`src/rtl/sobel_edge_filter.sv`:
```
// Sobel edge filter on line-buffer taps: RGB888 -> luma, 3x3 window with
// zero left/right padding, |Gx|+|Gy| magnitude as grey or thresholded binary.
module sobel_edge_filter #(
    parameter int GRAY_R = 77,
    parameter int GRAY_G = 150,
    parameter int GRAY_B = 29
) (
    input  logic        clk,
    input  logic        reset,
    input  logic [10:0] img_width,
    input  logic [7:0]  threshold,
    input  logic        edge_mode,
    input  logic [23:0] last_img_data,
    input  logic [23:0] cur_img_data,
    input  logic [23:0] next_img_data,
    input  logic        valid_i,
    output logic [23:0] data_o,
    output logic        valid_o
);

    function automatic logic [7:0] to_luma(input logic [23:0] px);
        return 8'(16'(GRAY_R * int'(px[23:16]) + GRAY_G * int'(px[15:8])
                      + GRAY_B * int'(px[7:0])) >> 8);
    endfunction

    // a + 2b + c, always non-negative and below 1024
    function automatic logic signed [10:0] wsum(input logic [7:0] a,
                                                input logic [7:0] b,
                                                input logic [7:0] c);
        return 11'(a) + 11'({b, 1'b0}) + 11'(c);
    endfunction

    function automatic logic [10:0] abs11(input logic signed [10:0] v);
        return v[10] ? 11'(-v) : 11'(v);
    endfunction

    function automatic logic [7:0] sat8(input logic [11:0] m);
        return (m > 12'd255) ? 8'hFF : m[7:0];
    endfunction

    logic [10:0]      col_cnt;
    logic [10:0]      col_p1;
    logic [2:0][7:0]  luma_p1;
    logic             vld_p1;

    logic [2:0][7:0]  l_col, c_col, r_col;
    logic [2:0][7:0]  win_l_p2, win_c_p2, win_r_p2;
    logic             flush_pend;
    logic             vld_p2;

    logic signed [10:0] gx_p3, gy_p3;
    logic               vld_p3;

    logic w_norm;
    assign w_norm = vld_p1 && (col_p1 != 11'd0);

    // S1: luma conversion and column index of the column entering the window
    always_ff @(posedge clk) begin
        if (reset) begin
            col_cnt <= 11'd0;
            vld_p1  <= 1'b0;
        end else begin
            vld_p1 <= valid_i;
            if (valid_i)
                col_cnt <= (col_cnt == img_width - 11'd1) ? 11'd0 : col_cnt + 11'd1;
        end
        col_p1     <= col_cnt;
        luma_p1[0] <= to_luma(last_img_data);
        luma_p1[1] <= to_luma(cur_img_data);
        luma_p1[2] <= to_luma(next_img_data);
    end

    // S2: running window plus a snapshot of each completed window; the snapshot
    // is taken from pre-update registers so a flush and a new line can overlap
    always_ff @(posedge clk) begin
        if (reset) begin
            l_col      <= '0;
            c_col      <= '0;
            r_col      <= '0;
            win_l_p2   <= '0;
            win_c_p2   <= '0;
            win_r_p2   <= '0;
            flush_pend <= 1'b0;
            vld_p2     <= 1'b0;
        end else begin
            vld_p2     <= w_norm || flush_pend;
            flush_pend <= vld_p1 && (col_p1 == img_width - 11'd1);
            if (w_norm)
                {win_l_p2, win_c_p2, win_r_p2} <= {c_col, r_col, luma_p1};
            else if (flush_pend)
                {win_l_p2, win_c_p2, win_r_p2} <= {c_col, r_col, 24'd0};
            if (vld_p1) begin
                l_col <= (col_p1 == 11'd0) ? 24'd0 : c_col;
                c_col <= (col_p1 == 11'd0) ? 24'd0 : r_col;
                r_col <= luma_p1;
            end else if (flush_pend) begin
                l_col <= c_col;
                c_col <= r_col;
                r_col <= '0;
            end
        end
    end

    // S3: Sobel gradients (index 0 = top row, 2 = bottom row)
    always_ff @(posedge clk) begin
        if (reset)
            vld_p3 <= 1'b0;
        else
            vld_p3 <= vld_p2;
        gx_p3 <= wsum(win_r_p2[0], win_r_p2[1], win_r_p2[2])
               - wsum(win_l_p2[0], win_l_p2[1], win_l_p2[2]);
        gy_p3 <= wsum(win_l_p2[2], win_c_p2[2], win_r_p2[2])
               - wsum(win_l_p2[0], win_c_p2[0], win_r_p2[0]);
    end

    logic [7:0] sat_mag;
    assign sat_mag = sat8(12'(abs11(gx_p3)) + 12'(abs11(gy_p3)));

    // S4: magnitude, saturation and output formatting
    always_ff @(posedge clk) begin
        if (reset) begin
            data_o  <= 24'd0;
            valid_o <= 1'b0;
        end else begin
            valid_o <= vld_p3;
            if (vld_p3) begin
                if (edge_mode)
                    data_o <= (sat_mag > threshold) ? 24'hFFFFFF : 24'h000000;
                else
                    data_o <= {3{sat_mag}};
            end
        end
    end

endmodule
```
`config.mk`:
```
export PLATFORM = sky130hd
export DESIGN_NAME = sobel_edge_filter
export DESIGN_NICKNAME = d
export VERILOG_FILES = /design/src/rtl/sobel_edge_filter.sv
export SDC_FILE = /design/constraint.sdc
export NUM_CORES = 1
export LEC_CHECK = 0
export ABC_CLOCK_PERIOD_IN_PS = 20200
export CAP_MARGIN = 10
export CORE_MARGIN = 2
export CORE_UTILIZATION = 65
export DETAILED_ROUTE_END_ITERATION = 10
export GPL_TIMING_DRIVEN = 0
export PLACE_DENSITY = 0.86
export SYNTH_ARGS = -nofsm -noshare
export SYNTH_HDL_FRONTEND = slang
export SYNTH_SLANG_ARGS = --single-unit
export TNS_END_PERCENT = 20
```
`constraint.sdc`:
```
create_clock -name clk -period 20.2 [get_ports clk]
set_input_delay 4.04 -clock clk [delete_from_list [all_inputs] [get_ports clk]]
set_output_delay 4.04 -clock clk [all_outputs]
set_load 0.05 [all_outputs]
```
==> key figures, run 1 <==
Placement
  • DP Worst Slack: 9.244 ns
  • PortBufs: 116
  • Dpl hpwl: 34840 um
  • Routability cong.: 0.9401
  • DP Area: 20720 um2

Synthesis
  • Most frequent cell after synthesis: inv_1
  • Largest cells by area after synthesis: fa_1, dfxtp_1, ha_1
  • Mapped Area: 19080 um2
  • Distinct cells, synth: 58
  • Net Count, Synth: 2677
  • EDFF count, synth: 0
  • Ys async rst share: 0
  • Top cells by count, synth: inv_1, ha_1, fa_1
  • Synth top area share: 0.2392
  • Syn Area/Cell: 9.286 um2
  • Warnings from Yosys: 0
  • Yosys reg bits: 193
  • Leading area contributor after synthesis: fa_1
  • Top FF cell, synth: dfxtp_1
  • Post-Syn Instances: 2055
  • Seq/Total Area, Yosys: 0.2025

Floorplan
  • Io pins: 120
  • Die Width: 175.3 um
  • Die ar.: 30750 um2
  • Die Ht: 175.3 um
  • Number of cell rows: 62
  • Initial Util: 0.6631
  • Core ar.: 28780 um2

Clock tree
  • Total CTS buffers: 17
  • # Post-CTS Setup Buffers: 0
  • Worst-path clk slew: 0.08 ns
  • Clock sink count: 193
  • CTS tree: yes
  • Skew-Pair Late Insertion Delay: 0.44 ns
  • Clock buffer depth: 2
  • Hold Buf Count CTS: 0
  • Quantity of gates resized following cts: 0
  • CTS HTree Levels: 4
  • Clock Tree Root: clkbuf_16

GRT
  • Total global routing overflow: 0
  • First-pass GRT wire length: 69530 um
  • Largest net degree at the start of global routing: 21
  • Gr usage total: 0.2802
  • Initial antenna violation count: 0
  • Vias in the first global route: 15150

Finish
  • Diodes inserted: 0
  • Layout Utilization: 0.7409
  • Ratio of cells with drive above 1 in the final layout: 0.02996
  • Final Instance Area: 21320 um2
  • Layout area overhead: 11.74%
  • Fin nets: 2812

Worst setup path
  • Worst EP required: 20.54 ns
  • Slowest stage delay, CP: 0.59 ns
  • CP max-delay cell: clkdlybuf4s50_1
  • Setup CP Type: in -> reg
  • Top Family by Delay on Critical Path: adder cells
  • Worst Path Buf+Inv: 5
  • Critical Path AT: 10.73 ns
  • Crit path launch type: input port
  • Worst-path fanout max: 4
  • Critical Path Most Common Cell: ha_1
  • Crit end category: flip-flop

Drt
  • Routed len/inst: 15.96 um
  • DRC Markers: 0
  • Pre-antenna DRT Iters: 5
  • Post-route ant nets: 0
  • Vias: 14360
  • Routed WL: 41280 um
  • Vias per cell: 5.549
  • DRT iter0 DRCs: 860

Run
  • Max Cap Violations: 0

Pwr
  • Pwr Density: 160.4 nW/um2
  • P_leak: 9.918 nW
  • Max rail drop VDD: 0.1468 mV

Timing
  • Fmax: 0.09624 GHz
  • Max Slew Vio Count: 0
  • Unrepaired setup endpoints after global routing: false
  • Setup_tns: 0 ns
  • Final Cycle Share: 0.5144
  • Clock skew: 0.01299 ns
  • Crit path time final: 10.39 ns
  • Slew HR: 0.4383
  • Hold Fails Final Rpt: 0
  • Final setup fails: 0
  • Crit path setup slack, layout: 9.810 ns
  • Least-Margin Pin Slew: 0.8386 ns

Hold path
  • Hold WC Path Type: reg -> reg

Run status
  • Status: completed
## report_power, final
group,internal [W],switching (W)
Clock,0.000173,0.000164
Sequential,0.000480,0.0000632
Combinational,0.00116,0.00139
Total,0.00181,0.00161
## placed cells by master (no fill, tap or decap), types with 5 or more instances in the layout
cell type / synthesis / routed
o21a_1: 13 / 13
nand2b_1: 14 / 14
nor3b_1: 43 / 43
clkbuf_16: 0 / 17
o21ai_0: 35 / 35
nand4_1: 6 / 6
or3_1: 13 / 13
fa_1: 228 / 228
nand2_1: 173 / 173
and3_1: 5 / 5
nor3_1: 29 / 29
nor2_1: 108 / 108
clkbuf_1: 46 / 46
nor4_1: 7 / 7
clkdlybuf4s50_1: 0 / 116
a21o_1: 21 / 21
o21bai_1: 8 / 8
o41ai_1: 6 / 6
nand3_1: 20 / 20
or2_2: 8 / 8
nor2b_1: 16 / 16
inv_1: 388 / 388
dfxtp_1: 193 / 193
buf_4: 16 / 16
inv_6: 0 / 6
o211ai_1: 7 / 7
a21oi_1: 166 / 166
xor2_1: 31 / 31
a311oi_1: 8 / 8
ha_1: 299 / 299
xnor2_1: 86 / 86
buf_1: 6 / 6
o31ai_1: 5 / 5
## registers in the layout, indices dropped and copies added (netlist names), 16 cells and up
signal / flops
r_col: 24
win_l_p2: 24
win_c_p2: 16
c_col: 24
win_r_p2: 24
luma_p1: 24
## routing by layer
| layer | vias up | routed length [um] | share of wire | global-route usage |
|---|---|---|---|---|
| met1 | 6929 | 16560 | 0.40 | 0.3359 |
| met4 | 0 | 1395 | 0.034 | 0.1083 |
| met3 | 106 | 2314 | 0.056 | 0.04156 |
| met2 | 439 | 21010 | 0.51 | 0.5067 |
| met5 | - | 0 | 0 | 0 |
| li1 | 6881 | - | - | - |
## path summary, 6_finish.rpt
| path | from | to | slack (ns) | cells after the start |
|---|---|---|---|---|
| worst min register to register | col_cnt[2] | col_p1[2] | 0.35 | 0 |
| worst max-delay path | next_img_data[13] | luma_p1[23] | 9.81 | 26 |
| worst max register to register | gx_p3[10] | data_o[15] | 14.42 | 21 |
| worst min-delay path | col_cnt[2] | col_p1[2] | 0.35 | 0 |
## worst reg2reg max path, delay by kind of cell, from the launching register on
family          cells  cell delay, ns
simple gates        4            0.64
buf+inv             3            0.99
fa+ha+maj           2            0.78
flops               1            0.38
compound gates     12            2.84
## layout make-up
type / count / area (um2)
clock buffer: 19 / 452.9
inverter: 388 / 1456
sequential: 193 / 3864
fill: 1961 / 7456
timing repair buffer: 116 / 1161
tap: 384 / 480.5
multi-input combinational: 1403 / 13420
clock inverter: 13 / 146.4
buffer: 71 / 342.8
## cells by family (layout without fill, tap and decap cells)
family | count (synthesis) | after routing | share of synthesized area
xor gates and xnor gates | 122 | 122 | 0.05927
muxes | 1 | 1 | 0.0005245
and+or+nand+nor | 457 | 457 | 0.1159
DFF | 193 | 193 | 0.2025
adders and majority gates | 527 | 527 | 0.4352
AOI/OAI and AO/OA | 296 | 296 | 0.09238
buffers and inverters | 459 | 607 | 0.09428
## per-stage QoR
step / total power (W) / std cells / hold slack, ns
CTS: 0.003441 / 2587 / 0.3458
global placement: 0.002916 / 2555 / 0.3335
floorplan: 0.002535 / 2055 / 0.3290
detailed placement: 0.003076 / 2555 / 0.3404
finish: 0.003421 / 2587 / 0.3454
global route: 0.003818 / 2587 / 0.3506
No activity file was read; power rests on OpenSTA's default activity.
==> run 2, diff against run 1 <==
--- a/config.mk
+++ b/config.mk
@@ -5,13 +5,13 @@
 export SDC_FILE = /design/constraint.sdc
 export NUM_CORES = 1
 export LEC_CHECK = 0
-export ABC_CLOCK_PERIOD_IN_PS = 20200
+export ABC_CLOCK_PERIOD_IN_PS = 9190
 export CAP_MARGIN = 10
 export CORE_MARGIN = 2
-export CORE_UTILIZATION = 65
+export CORE_UTILIZATION = 56
 export DETAILED_ROUTE_END_ITERATION = 10
 export GPL_TIMING_DRIVEN = 0
-export PLACE_DENSITY = 0.86
+export PLACE_DENSITY = 0.79
 export SYNTH_ARGS = -nofsm -noshare
 export SYNTH_HDL_FRONTEND = slang
 export SYNTH_SLANG_ARGS = --single-unit
==> constraint.sdc (replaced) <==
create_clock -name clk -period 9.19 [get_ports clk]
set_input_delay 1.838 -clock clk [delete_from_list [all_inputs] [get_ports clk]]
set_output_delay 1.838 -clock clk [all_outputs]
set_load 0.05 [all_outputs]
==> key figures, run 2 (same netlist as run 1, synthesis figures left out) <==
GRT
  • Gr usage total: 0.2350 (-0.04515)
  • Vias in the first global route: 14700 (-3.0%)
  • Total global routing overflow: 0 (unchanged)
  • Initial antenna violation count: 0 (unchanged)
  • First-pass GRT wire length: 67970 um (-2.2%)
  • Largest net degree at the start of global routing: 19 (-9.5%)

Finish
  • Commonest cells after routing, fill and taps aside: inv_1, ha_1, fa_1, dfxtp_1, nand2_1
  • Multi-input logic area: 13420 um2 (unchanged)
  • Layout area overhead: 12.29%
  • Ratio of cells with drive above 1 in the final layout: 0.02996 (unchanged)
  • Fin cells: 2651 (+2.5%)
  • FF/Latch Area: 3864 um2 (unchanged)
  • Fin nets: 2812 (unchanged)
  • Number of fill cells: 2712 (+38%)
  • Diodes inserted: 0 (unchanged)
  • Most common cell after layout, fill and taps aside: inv_1

Clock tree
  • CTS HTree Levels: 4 (unchanged)
  • Clock buffer depth: 2 (unchanged)
  • Skew-Pair Late Insertion Delay: 0.44 ns (about the same)
  • CTS tree: yes
  • Total CTS buffers: 17 (unchanged)
  • Hold Buf Count CTS: 0 (unchanged)
  • Clock Tree Root: clkbuf_16
  • Worst-path clk slew: 0.08 ns (about the same)
  • # Post-CTS Setup Buffers: 0 (unchanged)
  • Quantity of gates resized following cts: 0 (unchanged)
  • Clock sink count: 193 (unchanged)

Hold path
  • Worst hold stages: 0 (unchanged)
  • Hold WC Path Type: reg -> reg

Placement
  • DP Worst Slack: 0.5071 ns (-8.737 ns)
  • Dpl hpwl: 34330 um (-1.5%)
  • Routability cong.: 0.8852 (-5.8%)
  • PortBufs: 116 (unchanged)
  • Cell count after placement: 2619 (+2.5%)

Drt
  • Post-route ant nets: 0 (unchanged)
  • DRC Markers: 0 (unchanged)
  • Routed WL: 40080 um (-2.9%)
  • Vias: 14080 (-1.9%)
  • Vias per cell: 5.311 (-4.3%)
  • Routed len/inst: 15.12 um (-5.2%)
  • DRT iter0 DRCs: 660 (-23%)
  • Pre-antenna DRT Iters: 5 (unchanged)

Worst setup path
  • Setup CP Type: in -> reg
  • Critical Path AT: 8.56 ns (-2.17 ns)
  • Worst EP required: 9.56 ns (-10.98 ns)
  • Crit end category: flip-flop
  • Worst r2r path cells: 23 (+9.5%)
  • Crit path launch type: input port
  • R2R Setup Slk: 3.32 ns (-11.10 ns)
  • Worst-path fanout max: 4 (unchanged)

Pwr
  • P_leak: 9.926 nW (about the same)
  • Total design power: 0.007493 W (+120%)
  • Pwr Density: 349.7 nW/um2 (+120%)
  • Max rail drop VDD: 0.3333 mV (+130%)

Timing
  • Final Cycle Share: 0.8904
  • Crit path time final: 8.182 ns
  • Final setup fails: 0 (unchanged)
  • Setup_tns: 0 ns (unchanged)
  • Least-Margin Pin Slew: 0.8131 ns (-0.02544 ns)
  • Fmax: 0.1222 GHz
  • Hold Fails Final Rpt: 0 (unchanged)
  • WHS: 0.3601 ns (+0.01471 ns)
  • Clock skew: 0.01161 ns (-0.001386 ns)
  • Unrepaired setup endpoints after global routing: false
  • Slew HR: 0.4554 (+0.01704)
  • Crit path setup slack, layout: 1.008 ns (-8.802 ns)
  • Max Slew Vio Count: 0 (unchanged)

Run status
  • Status: completed

Floorplan
  • Die Ht: 188.6 um (+7.6%)
  • Number of cell rows: 67 (+8.1%)
  • Die ar.: 35570 um2 (+16%)
  • Core ar.: 33530 um2 (+17%)
  • Io pins: 120 (unchanged)
  • Die Width: 188.6 um (+7.6%)
  • Initial Util: 0.5691 (-0.09397)

Run
  • Max Cap Violations: 0 (unchanged)
run 2: metal layers:
metal / up-vias / part of all wire / track usage / routed length, um
met5: - / 0 / 0 / 0
met4: 0 / 0.024 / 0.07091 / 962
li1: 6881 / - / - / -
met3: 67 / 0.045 / 0.02459 / 1821
met1: 6817 / 0.43 / 0.2940 / 17100
met2: 314 / 0.50 / 0.4270 / 20190
run 2: cell type report:
class	count	share of cell area
Timing Repair Buffer	116	0.05418
Sequential cell	193	0.1803
Tap cell	448	0.02616
Multi-Input combinational cell	1403	0.6263
Buffer	71	0.01600
Clock buffer	19	0.02114
Clock inverter	13	0.007999
Inverter	388	0.06796
run 2: metrics by stage:
step,utilization,instance area [um2]
CTS,0.6391,21430
finish,0.6391,21430
detailed placement,0.6204,20810
global placement,0.6204,20810
global route,0.6391,21430
floorplan,-,19080
run 2: critical path: stages:
cell and delay (ns):
clkdlybuf4s50_1 0.61, ha_1 0.29, ha_1 0.28, ha_1 0.28, inv_1 0.05, fa_1 0.47, inv_1 0.04, ha_1 0.32
o21a_1 0.12, o31a_1 0.13, o21a_1 0.18, nor2_1 0.11, xnor2_1 0.13, ha_1 0.27, fa_1 0.51, inv_1 0.05
fa_1 0.46, fa_1 0.54, inv_1 0.04, ha_1 0.20, or3_1 0.31, a2111oi_0 0.53, o41ai_1 0.24, a21o_1 0.24
a21oi_1 0.17, xnor2_1 0.13
run 2: power breakdown:
group / internal (W) / switching [W] / total, W
registers: 0.00105 / 0.000137 / 0.00119
logic: 0.00253 / 0.00300 / 0.00553
clock network: 0.000427 / 0.000345 / 0.000772
total: 0.00401 / 0.00348 / 0.00749
run 2: worst paths after layout:
check,start,to
max,next_img_data[13],luma_p1[23]
min reg2reg,col_cnt[2],col_p1[2]
min,col_cnt[2],col_p1[2]
max reg2reg,gx_p3[0],data_o[15]
==> run 3, diff against run 2 <==
--- a/config.mk
+++ b/config.mk
@@ -11,7 +11,7 @@
 export CORE_UTILIZATION = 56
 export DETAILED_ROUTE_END_ITERATION = 10
 export GPL_TIMING_DRIVEN = 0
-export PLACE_DENSITY = 0.79
+export PLACE_DENSITY_LB_ADDON = 0.12
 export SYNTH_ARGS = -nofsm -noshare
 export SYNTH_HDL_FRONTEND = slang
 export SYNTH_SLANG_ARGS = --single-unit
==> key figures, run 3 (same netlist as run 1, synthesis figures left out) <==
Run status
  • Status: completed

Timing
  • Max Slew Vio Count: 0 (unchanged)
  • Crit path setup slack, layout: 1.016 ns (+0.008060 ns)
  • Crit path time final: 8.174 ns (-0.008060 ns)
  • WHS: 0.3508 ns (-0.009309 ns)
  • Least-Margin Pin Slew: 0.7917 ns (-0.02148 ns)
  • Slew HR: 0.4653 (+0.009944)
  • Fmax: 0.1223 GHz (about the same)
  • Final Cycle Share: 0.8895 (about the same)
  • Hold Fails Final Rpt: 0 (unchanged)
  • Final setup fails: 0 (unchanged)
  • Setup_tns: 0 ns (unchanged)
  • Clock skew: 0.01271 ns (+0.001099 ns)
  • Unrepaired setup endpoints after global routing: false

Placement
  • Routability cong.: 0.8840 (-0.14%)
  • PortBufs: 116 (unchanged)
  • DP Worst Slack: 0.5128 ns (+0.005688 ns)
  • Cell count after placement: 2619 (unchanged)
  • Dpl hpwl: 33420 um (-2.7%)

Worst setup path
  • Setup CP Type: in -> reg
  • Crit path launch type: input port
  • Worst r2r path cells: 23 (unchanged)
  • Worst EP required: 9.56 ns (about the same)
  • Critical Path AT: 8.54 ns (-0.02 ns)
  • Worst-path fanout max: 4 (unchanged)
  • Crit end category: flip-flop

Finish
  • Number of fill cells: 2889 (+6.5%)
  • Ratio of cells with drive above 1 in the final layout: 0.02905 (-0.0009079)
  • Fin nets: 2812 (unchanged)
  • FF/Latch Area: 3864 um2 (unchanged)
  • Diodes inserted: 0 (unchanged)
  • Multi-input logic area: 13420 um2 (unchanged)
  • Most common cell after layout, fill and taps aside: inv_1
  • Fin cells: 2651 (unchanged)
  • Layout area overhead: 11.95%
  • Commonest cells after routing, fill and taps aside: inv_1, ha_1, fa_1, dfxtp_1, nand2_1

GRT
  • First-pass GRT wire length: 65370 um (-3.8%)
  • Gr usage total: 0.2280 (-0.006993)
  • Initial antenna violation count: 0 (unchanged)
  • Total global routing overflow: 0 (unchanged)
  • Largest net degree at the start of global routing: 19 (unchanged)
  • Vias in the first global route: 13890 (-5.5%)

Pwr
  • Pwr Density: 342.2 nW/um2 (-2.1%)
  • Internal power: 0.003915 W (-2.4%)
  • Seq pwr share: 0.162 (+0.003)
  • Switching Share: 0.4644 (about the same)
  • Max rail drop VDD: 0.2870 mV (-14%)
  • Clk pwr share: 0.096 (-0.007)
  • Comb pwr share: 0.742 (+0.004)
  • Switching pwr: 0.003394 W (-2.5%)
  • P_leak: 9.882 nW (-0.45%)

Clock tree
  • Total CTS buffers: 17 (unchanged)
  • Quantity of gates resized following cts: 0 (unchanged)
  • # Post-CTS Setup Buffers: 0 (unchanged)
  • Clock buffer depth: 2 (unchanged)
  • Clock sink count: 193 (unchanged)
  • Worst-path clk slew: 0.08 ns (about the same)
  • Clock Tree Root: clkbuf_16
  • Skew-Pair Late Insertion Delay: 0.44 ns (about the same)
  • Hold Buf Count CTS: 0 (unchanged)
  • CTS tree: yes
  • CTS HTree Levels: 4 (unchanged)

Drt
  • DRT iter0 DRCs: 582 (-12%)
  • Routed len/inst: 14.67 um (-3.0%)
  • Post-route ant nets: 0 (unchanged)
  • Vias per cell: 5.184 (-2.4%)
  • DRC Markers: 0 (unchanged)
  • Pre-antenna DRT Iters: 5 (unchanged)
  • Routed WL: 38880 um (-3.0%)
  • Vias: 13740 (-2.4%)

Floorplan
  • Die Ht: 188.6 um (unchanged)
  • Io pins: 120 (unchanged)
  • Die Width: 188.6 um (unchanged)
  • Initial Util: 0.5691 (unchanged)
  • Number of cell rows: 67 (unchanged)
  • Die ar.: 35570 um2 (unchanged)
  • Core ar.: 33530 um2 (unchanged)

Hold path
  • Hold WC Path Type: reg -> reg
  • Worst hold stages: 0 (unchanged)

Run
  • Max Cap Violations: 0 (unchanged)
-- run 3: cell types whose count changed in the layout (fill, tap and decap cells not counted), sizes merged --
cell / delta
inv: -1
bufinv: -2
clkinvlp: +3
-- run 3: worst paths after layout --
path,from,to,slack (ns)
setup / recovery,last_img_data[13],luma_p1[7],1.02
hold / removal,col_cnt[2],col_p1[2],0.35
setup reg to reg,gx_p3[0],data_o[15],3.44
hold reg to reg,col_cnt[2],col_p1[2],0.35
-- run 3: routing by layer --
| layer | vias up | GRT usage | wire [um] |
|---|---|---|---|
| met5 | - | 0 | 0 |
| met4 | 0 | 0.05319 | 656 |
| met3 | 37 | 0.02365 | 1374 |
| met2 | 248 | 0.4027 | 18900 |
| met1 | 6574 | 0.3014 | 17940 |
| li1 | 6885 | - | - |
-- run 3: area by class of cell --
cell class | count | area share
clock inverters | 13 | 0.005857
repair buffers | 116 | 0.05435
clock buffers | 19 | 0.02026
well taps | 448 | 0.02624
plain buffers | 71 | 0.01605
inverters | 388 | 0.06817
multi-input cells | 1403 | 0.6282
flip-flops and latches | 193 | 0.1809
-- run 3: through the flow --
stage,area [um2],utilization,power (W)
global route,21360,0.6371,0.008291
global placement,20810,0.6204,0.006528
CTS,21360,0.6371,0.007423
finish,21360,0.6371,0.007309
floorplan,19080,-,0.005572
detailed placement,20810,0.6204,0.006696
-- run 3: worst max-delay path: stages --
cell             delay (ns)
clkdlybuf4s50_1        0.60
ha_1                   0.28
ha_1                   0.28
ha_1                   0.28
inv_1                  0.04
fa_1                   0.47
inv_1                  0.04
ha_1                   0.31
o21a_1                 0.12
o31a_1                 0.12
a21o_1                 0.18
fa_1                   0.54
inv_1                  0.05
ha_1                   0.26
inv_1                  0.05
fa_1                   0.52
inv_1                  0.05
fa_1                   0.44
ha_1                   0.20
o41ai_1                0.74
o21ai_0                0.37
nor4_1                 0.25
nor3_1                 0.14
a31oi_1                0.22
xnor2_1                0.14
-- run 3: power by group through the flow --
| stage | registers [W] | clock network [W] | logic, W |
|---|---|---|---|
| finish | 0.00119 | 0.000701 | 0.00542 |
| detailed placement | 0.00120 | 0 | 0.00549 |
| CTS | 0.00119 | 0.000708 | 0.00553 |
| global route | 0.00120 | 0.000741 | 0.00635 |
| floorplan | 0.00114 | 0 | 0.00443 |
| global placement | 0.00120 | 0 | 0.00533 |
